## src/rtl/serial_subtractor_if.sv

```systemverilog
//------------------------------------------------------------------------------
// Module      : serial_subtractor_if
// Description : Operand/result handshake bundle for serial_subtractor.
//               The ovf signal exists only when SERIAL_SUB_OVF_EN is defined.
// Revision    : 1.0
//------------------------------------------------------------------------------
`default_nettype none

interface serial_subtractor_if #(
  parameter int WIDTH = 8
);
  logic             in_valid;
  logic             in_ready;
  logic [WIDTH-1:0] a;
  logic [WIDTH-1:0] b;
  logic             bin;
  logic             out_valid;
  logic             out_ready;
  logic [WIDTH-1:0] diff;
  logic             bout;
`ifdef SERIAL_SUB_OVF_EN
  logic             ovf;

  modport master (
    output in_valid, a, b, bin, out_ready,
    input  in_ready, out_valid, diff, bout, ovf
  );

  modport slave (
    input  in_valid, a, b, bin, out_ready,
    output in_ready, out_valid, diff, bout, ovf
  );
`else
  modport master (
    output in_valid, a, b, bin, out_ready,
    input  in_ready, out_valid, diff, bout
  );

  modport slave (
    input  in_valid, a, b, bin, out_ready,
    output in_ready, out_valid, diff, bout
  );
`endif
endinterface

`default_nettype wire

```

## src/rtl/serial_subtractor.sv

```systemverilog
//------------------------------------------------------------------------------
// Module      : serial_subtractor
// Description : Bit-serial a - b - bin, LSB first, one bit per clock.
//               Define SERIAL_SUB_OVF_EN to add the signed-overflow output.
// Revision    : 1.0
//------------------------------------------------------------------------------
`default_nettype none

module serial_subtractor #(
  parameter int WIDTH = 8
) (
  input wire                 clk,
  input wire                 rst_n,
  serial_subtractor_if.slave bus
);

  localparam int c_cnt_w = (WIDTH > 2) ? $clog2(WIDTH) : 1;
  localparam logic [c_cnt_w-1:0] c_last = c_cnt_w'(WIDTH - 1);

  typedef enum logic [1:0] {
    IDLE = 2'd0,
    RUN  = 2'd1,
    DONE = 2'd2
  } state_t;

  state_t             r_state;
  logic [c_cnt_w-1:0] r_cnt;
  logic [WIDTH-1:0]   r_a;
  logic [WIDTH-1:0]   r_b;
  logic               r_br;
  logic [WIDTH-1:0]   r_diff;
  logic               r_bout;
  logic               r_out_valid;
  logic               r_in_ready;

  logic               w_d;
  logic               w_br_next;

  // Full-subtractor on the current LSBs of the shifting operand registers
  assign w_d       = r_a[0] ^ r_b[0] ^ r_br;
  assign w_br_next = (~r_a[0] & r_b[0]) | (~(r_a[0] ^ r_b[0]) & r_br);

`ifdef SERIAL_SUB_OVF_EN
  logic r_ovf;
`endif

  always_ff @(posedge clk) begin
    if (!rst_n) begin
      r_state     <= IDLE;
      r_cnt       <= '0;
      r_a         <= '0;
      r_b         <= '0;
      r_br        <= 1'b0;
      r_diff      <= '0;
      r_bout      <= 1'b0;
      r_out_valid <= 1'b0;
      r_in_ready  <= 1'b1;
`ifdef SERIAL_SUB_OVF_EN
      r_ovf       <= 1'b0;
`endif
    end else begin
      case (r_state)
        IDLE: begin
          if (bus.in_valid) begin
            r_a        <= bus.a;
            r_b        <= bus.b;
            r_br       <= bus.bin;
            r_cnt      <= '0;
            r_in_ready <= 1'b0;
            r_state    <= RUN;
          end
        end
        RUN: begin
          r_diff <= {w_d, r_diff[WIDTH-1:1]};
          r_br   <= w_br_next;
          r_a    <= r_a >> 1;
          r_b    <= r_b >> 1;
          r_cnt  <= r_cnt + c_cnt_w'(1);
          if (r_cnt == c_last) begin
            r_bout      <= w_br_next;
            r_out_valid <= 1'b1;
            r_state     <= DONE;
`ifdef SERIAL_SUB_OVF_EN
            // On the last bit the operand LSBs are the original sign bits
            r_ovf       <= (r_a[0] ^ r_b[0]) & (w_d ^ r_a[0]);
`endif
          end
        end
        DONE: begin
          if (bus.out_ready) begin
            r_out_valid <= 1'b0;
            r_in_ready  <= 1'b1;
            r_state     <= IDLE;
          end
        end
        default: begin
          r_out_valid <= 1'b0;
          r_in_ready  <= 1'b1;
          r_state     <= IDLE;
        end
      endcase
    end
  end

  assign bus.in_ready  = r_in_ready;
  assign bus.out_valid = r_out_valid;
  assign bus.diff      = r_diff;
  assign bus.bout      = r_bout;
`ifdef SERIAL_SUB_OVF_EN
  assign bus.ovf       = r_ovf;
`endif

endmodule

`default_nettype wire

```

## src/flat_wrapper.sv

```systemverilog
// flat-port wrapper written by rule: the top's interface ports become plain ports
module serial_subtractor_flat 
#(
  parameter int WIDTH = 8
)
  (clk, rst_n, bus_in_valid, bus_a, bus_b, bus_bin, bus_out_ready, bus_in_ready, bus_out_valid, bus_diff, bus_bout);
  serial_subtractor_if #(.WIDTH(WIDTH)) bus_i ();
  input wire clk;
  input wire rst_n;
  input wire logic [$bits(bus_i.in_valid)-1:0] bus_in_valid;
  input wire logic [$bits(bus_i.a)-1:0] bus_a;
  input wire logic [$bits(bus_i.b)-1:0] bus_b;
  input wire logic [$bits(bus_i.bin)-1:0] bus_bin;
  input wire logic [$bits(bus_i.out_ready)-1:0] bus_out_ready;
  output wire logic [$bits(bus_i.in_ready)-1:0] bus_in_ready;
  output wire logic [$bits(bus_i.out_valid)-1:0] bus_out_valid;
  output wire logic [$bits(bus_i.diff)-1:0] bus_diff;
  output wire logic [$bits(bus_i.bout)-1:0] bus_bout;
  assign bus_i.in_valid = bus_in_valid;
  assign bus_i.a = bus_a;
  assign bus_i.b = bus_b;
  assign bus_i.bin = bus_bin;
  assign bus_i.out_ready = bus_out_ready;
  assign bus_in_ready = bus_i.in_ready;
  assign bus_out_valid = bus_i.out_valid;
  assign bus_diff = bus_i.diff;
  assign bus_bout = bus_i.bout;
  serial_subtractor #(.WIDTH(WIDTH)) u_core (.clk(clk), .rst_n(rst_n), .bus(bus_i));
endmodule
```

## config.mk

```make
export PLATFORM = sky130hd
export DESIGN_NAME = serial_subtractor_flat
export DESIGN_NICKNAME = d
export VERILOG_FILES = /design/src/rtl/serial_subtractor_if.sv /design/src/rtl/serial_subtractor.sv /design/src/flat_wrapper.sv
export SDC_FILE = /design/constraint.sdc
export NUM_CORES = 1
export LEC_CHECK = 0
export CORE_MARGIN = 3
export CORE_UTILIZATION = 40
export DETAILED_ROUTE_END_ITERATION = 6
export DONT_BUFFER_PORTS = 1
export PLACE_DENSITY = 0.62
export RECOVER_POWER = 100
export SLEW_MARGIN = 0
export SYNTH_ARGS = -nofsm -noshare
export SYNTH_HDL_FRONTEND = slang
export SYNTH_SLANG_ARGS = --single-unit
export TNS_END_PERCENT = 1
```

## constraint.sdc

```tcl
create_clock -name clk -period 2.7 [get_ports clk]
set_input_delay 0.675 -clock clk [delete_from_list [all_inputs] [get_ports clk]]
set_output_delay 0.675 -clock clk [all_outputs]
set_load 0.1 [all_outputs]
```

==> run summary, run 1 <==
Status: finished, final reports clean
Iteration-0 DRC Markers: 65
Total Routing Usage GR: 14.0%
# setup viols final: 0
CTS tree: built
Post-CTS Setup Bufs: 0
CTS root buffer: clkbuf_4
Die ar.: 4160 um^2
# rows: 20
Yosys reg bits: 33
Chip width: 64.5 um
DRC Markers: 0
Via count: 1042
End of the critical path: bus_out_valid
Fmax: 0.453 GHz
Initial Util: 43.5%
Pin count of the biggest net entering global routing: 23
Clk sink count: 33
CTS HTree Levels: 2
Initial antenna violation count: 0
Layout cell share with drive strength beyond 1: 15.9%
Hold Crit Class: primary input to flop
Slowest Stage Delay on Critical Path: 0.89 ns
Syn Nets: 170
Die Y-Extent: 64.5 um
Final hold violation count: 0
Crit path max fanout: 2
Commonest cells after routing, fill and taps aside: nor2_1 (33), dfxtp_1 (33), nand2_1 (19)
RSZ-0062 raised after global routing: no
Hold path depth: 2
Routed Antenna Nets: 0
Sw frac: 25.4%
Max-Slew Margin vs Limit: 18.7%
Worst setup SP type: flop
WL/cell: 13.4 um
Worst-path clk slew: 0.11 ns
Clock share of power: 37.4%
Ant diodes: 0
CP Cell Sequence: clkbuf_1
R2R cell count: 4
Least-Margin Pin Slew: 1.22 ns
Crit Path Class: flop to output port
Area Growth Syn to Fin: 9.22%
Vias/cell: 5.18
Clock Skew: 0.0152 ns
CP arrival: 1.53 ns
Register area share after synthesis: 48.2%
Avg Inst Size Synth: 9.38 um^2
Comb pwr share: 11.2%
Critical path capture point type: output port
IO buf count: 0
CP delay by family, top: buffers and inverters
R2R setup slack: 1.04 ns
Filler cell count: 326
Aggregate negative setup slack: 0 ns
Post-CTS sizing: 0
Critical path depth: 1
Longest Clk Path Bufs: 2
Hold Buf Count CTS: 0
First-pass GRT wire length: 4.44 mm
Final Critical Period: 2.21 ns
Reg2reg end: u_core.bus.bout
Pre-antenna DRT Iters: 4
Internal power: 0.774 mW
Vias in the first global route: 1006
Flop pwr share: 51.4%
Core ar.: 3150 um^2
I/O pin count: 32
Synth unique cells: 31
Leak Pwr: 0.565 nW
Clk_lat worst skew: 0.34 ns
WP buf/inv: 1
GPL Wtd Cong: 0.660
Sw Pwr: 0.263 mW
Worst setup margin: 0.494 ns
Final Max Slew Viols: 0
R2r startpoint: u_core.r_state[0]
Mapped Area: 1370 um^2
Cell area power density: 693 nW/um^2
Post-Place Worst Slack: 0.828 ns
Overflow after GRT: 0
Yosys warns: 0
Setup crit start: u_core.bus.out_valid
Detail Placement HPWL: 1.86 mm
Peak supply drop: 292 uV
Final WL: 2.70 mm
Period utilisation layout: 81.7%
Final #Nets: 180
Syn Inst Count: 146
Max capacitance violation total: 0
Worst EP required: 2.03 ns
Critical path's slowest cell: clkbuf_1
Num CTS Buffers: 5
-- area by class of cell --
type	instances	area (um^2)	share of cell area, %
Clock buffer	6	51.3	3.43
Clock inverter	2	37.5	2.51
Inverter	4	15.0	1.00
Multi-Input combinational cell	100	594	39.7
Sequential cell	33	661	44.1
Tap cell	44	55.1	3.68
Timing Repair Buffer	12	82.6	5.52
-- how the worst min path moves through the flow --
stage                  startpoint                  to  slack, ns
2_1_floorplan       u_core.r_b[1]       u_core.r_b[1]       0.44
3_3_place_gp   u_core.bus.diff[0]  u_core.bus.diff[0]       0.44
3_5_place_dp   u_core.bus.diff[0]  u_core.bus.diff[0]       0.46
4_1_cts                     rst_n       u_core.r_a[4]       0.43
5_1_grt                     rst_n       u_core.r_a[3]       0.42
6_report                    rst_n       u_core.r_a[4]       0.45
-- power by group through the flow --
stage               clock network [mW]  registers [mW]  logic (mW)
floorplan                            0           0.565      0.0898
CTS                              0.399           0.534       0.123
finish                           0.388           0.533       0.116
detailed placement                   0           0.545       0.122
global placement                     0           0.544       0.119
global route                     0.424           0.537       0.129
-- Yosys cell counts (all sizes together) --
master	number	share of area, %
nor2	34	9.5
dfxtp	33	48
nand2	19	5.2
o221ai	14	13
a21oi	13	4.7
buf	7	4.5
inv	3	0.82
a22oi	2	1.1
clkbuf	2	0.55
ha	2	1.8
o21ai	2	0.73
a2111oi	1	0.64
a211oi	1	0.55
a21o	1	0.64
a2bb2oi	1	1.1
a311oi	1	0.64
clkinv	1	0.27
fa	1	1.5
mux2i	1	0.73
nand2b	1	0.46
nand4bb	1	0.82
nor2b	1	0.46
o21ba	1	0.73
o21bai	1	0.55
or2b	1	0.55
or3b	1	0.64
-- cell families after synthesis --
kind of cell | after synthesis | synth area share, %
AOI/OAI and AO/OA | 38 | 24.0
DFF | 33 | 48.2
adders and majority gates | 3 | 3.29
and+or+nand+nor | 58 | 17.6
muxes | 1 | 0.731
buffers and inverters | 13 | 6.12
-- state kept, by name, indices dropped and copies added, names as in the netlist --
| name | cells |
|---|---|
| u_core.bus.bout | 1 |
| u_core.bus.in_ready | 1 |
| u_core.r_br | 1 |
| u_core.r_state | 2 |
| u_core.bus.out_valid | 1 |
| u_core.bus.diff | 8 |
| u_core.r_b | 8 |
| u_core.r_cnt | 3 |
| u_core.r_a | 8 |
-- routing by layer --
metal	GRT usage, %	share of wire (%)
met5	0	0
met4	4.75	1.1
met3	7.80	7.5
met2	22.7	46
met1	15.4	46
-- stage by stage --
| stage | total power, mW | utilization, % | hold WS [ns] | cells | cell area [um^2] |
|---|---|---|---|---|---|
| 2_1_floorplan | 0.655 | - | 0.441 | 146 | 1370 |
| 3_3_place_gp | 0.663 | 45.9 | 0.444 | 193 | 1450 |
| 3_5_place_dp | 0.667 | 45.9 | 0.459 | 193 | 1450 |
| 4_1_cts | 1.06 | 48.7 | 0.434 | 201 | 1540 |
| 5_1_grt | 1.09 | 47.5 | 0.419 | 201 | 1500 |
| 6_report | 1.04 | 47.5 | 0.445 | 201 | 1500 |
Note: power is estimated with default switching activity, not from simulation.
==> inputs of run 2 (changes only) <==
ABC_AREA = 1   (was unset)
clock period = 2.3 ns   (was 2.7 ns; I/O delays follow)
==> run 2 against run 1 <==
Against the previous run:
- count of clock-buffer cells in the layout did not move
- die area rose by 13%
- total power rose by 25%
- core utilization fell by 2.2 points
- first-iteration DRC count rose by 42%
- wire length rose by 7.2%
- sequential share of layout area fell by 4.8 points
==> run summary, run 2 <==
Status: finished, final reports clean
First-pass GRT wire length: 4.89 mm
Overflow after GRT: 0
Period utilisation layout: 74.0%
Post-synth top cells: nand2_1 (72), nor2_1 (39), inv_1 (38), dfxtp_1 (33), a21oi_1 (20)
Count leader, synth: nand2_1
GPL Wtd Cong: 0.755
EDFF count, synth: 0
CTS tree: built
Hold Crit Class: primary input to flop
Crit path max fanout: 36
Layout cell share with drive strength beyond 1: 9.39%
Final Critical Period: 1.70 ns
Clk sink count: 33
Core ar.: 3720 um^2
RSZ-0062 raised after global routing: no
Top cell type's share of synthesized area: 42.2%
Cell area after layout: 1680 um^2
FF/Latch Area: 661 um^2
Register area share after synthesis: 42.2%
Fmax: 0.587 GHz
Peak supply drop: 349 uV
Clk_lat worst skew: 0.28 ns
Hold Buf Count CTS: 0
# setup viols final: 0
Placed cell area: 1630 um^2
Detail Placement HPWL: 1.95 mm
DRC Markers: 0
Initial Util: 42.1%
Routed Antenna Nets: 0
Most common cell after layout, fill and taps aside: nand2_1
Commonest cells after routing, fill and taps aside: nand2_1 (73), nor2_1 (40), inv_1 (38)
Worst EP required: 2.47 ns
IO buf count: 0
Vias in the first global route: 1155
Synth area leaders: dfxtp_1 (42%), nand2_1 (17%), nor2_1 (9.4%), inv_1 (9.1%), a21oi_1 (6.4%)
Via count: 1316
Total Routing Usage GR: 14.0%
Initial antenna violation count: 0
Syn Inst Count: 236
Critical path capture point type: flop
Worst-path clk slew: 0.07 ns
Chip width: 68.5 um
Leading area contributor after synthesis: dfxtp_1
Worst setup SP type: flop
Longest Clk Path Bufs: 2
Pin count of the biggest net entering global routing: 37
Avg Inst Size Synth: 6.63 um^2
Aggregate negative setup slack: 0 ns
Iteration-0 DRC Markers: 92
Die ar.: 4700 um^2
Final #Nets: 268
Synth unique cells: 19
Pre-antenna DRT Iters: 4
Final Max Slew Viols: 0
Yosys reg bits: 33
Final hold violation count: 0
Top_reg_cell synth: dfxtp_1
Crit Path Class: flop to flop
Num CTS Buffers: 5
Mapped Area: 1560 um^2
Max-Slew Margin vs Limit: 45.7%
CTS HTree Levels: 2
Ant diodes: 0
Clock Skew: 0.00616 ns
Area Growth Syn to Fin: 7.44%
Filler cell count: 401
CTS root buffer: clkbuf_8
Share of flip-flops with an asynchronous set or reset: 0%
Area taken by multi-input logic gates: 671 um^2
CP arrival: 1.87 ns
Post-CTS Setup Bufs: 0
Post-CTS sizing: 0
Yosys warns: 0
WL/cell: 9.88 um
Cell area power density: 772 nW/um^2
Syn Nets: 260
# rows: 22
Leak Pwr: 0.854 nW
Max capacitance violation total: 0
Least-Margin Pin Slew: 0.812 ns
I/O pin count: 32
Vias/cell: 4.49
Die Y-Extent: 68.5 um
Final WL: 2.90 mm
## run 2: changes by cell type after synthesis, moves of 2 or more
cell,before,now
a21oi_1,13,20
o21ai_0,2,10
buf_4,0,4
o221ai_2,8,0
o221ai_1,6,0
a22oi_1,2,0
inv_1,3,38
nand3_1,0,3
nand2_2,0,2
nand2_1,19,72
nor2_1,33,39
## run 2: path summary, 6_finish.rpt
check | from | to | slack [ns] | cells past startpoint
worst max-delay path | u_core.r_state[0] | u_core.r_b[0] | 0.60 | 4
worst min-delay path | rst_n | u_core.r_br | 0.42 | 2
worst max register to register | u_core.r_state[0] | u_core.r_b[0] | 0.60 | 4
worst min register to register | u_core.r_a[7] | u_core.r_a[7] | 0.47 | 2
## run 2: metal layers
layer	track usage (%)	wire length (um)	up-vias	part of all wire, %
li1	-	-	715	-
met1	15.9	1420	576	49
met2	23.6	1320	23	45
met3	6.00	141	2	4.9
met4	4.47	21	0	0.73
met5	0	0	-	0
## run 2: where the power goes
| group | total, mW | leakage [nW] | switching [mW] | internal [mW] |
|---|---|---|---|---|
| logic | 0.253 | 0.537 | 0.188 | 0.0650 |
| clock network | 0.410 | 0.0450 | 0.200 | 0.209 |
| registers | 0.634 | 0.273 | 0.0194 | 0.615 |
## run 2: kinds of logic after synthesis
logic type,synth area share (%)
fa+ha+maj,2.88
buf+inv,14.6
simple gates,29.7
flops,42.2
compound gates,10.6
## run 2: critical path, stage by stage (launching register included)
cell and delay [ns]:
dfxtp_1 0.55, o21ai_4 0.77, nand2_1 0.13, nand2_1 0.10, nor2_1 0.05
## run 2: cell type report
cell class / count / share of cell area, %
multi-input cells: 153 / 39.9
well taps: 48 / 3.57
flip-flops and latches: 33 / 39.3
clock inverters: 2 / 0.596
repair buffers: 12 / 3.57
clock buffers: 6 / 4.32
inverters: 39 / 8.71
## run 2: per-stage QoR
stage	power, mW	cells	hold WS [ns]	setup WS, ns	util (%)
5_1_grt	1.37	293	0.404	0.394	45.2
2_1_floorplan	0.883	236	0.439	0.788	-
3_3_place_gp	0.911	285	0.454	0.632	43.9
6_report	1.30	293	0.415	0.598	45.2
4_1_cts	1.33	293	0.407	0.563	46.2
3_5_place_dp	0.913	285	0.454	0.577	43.9
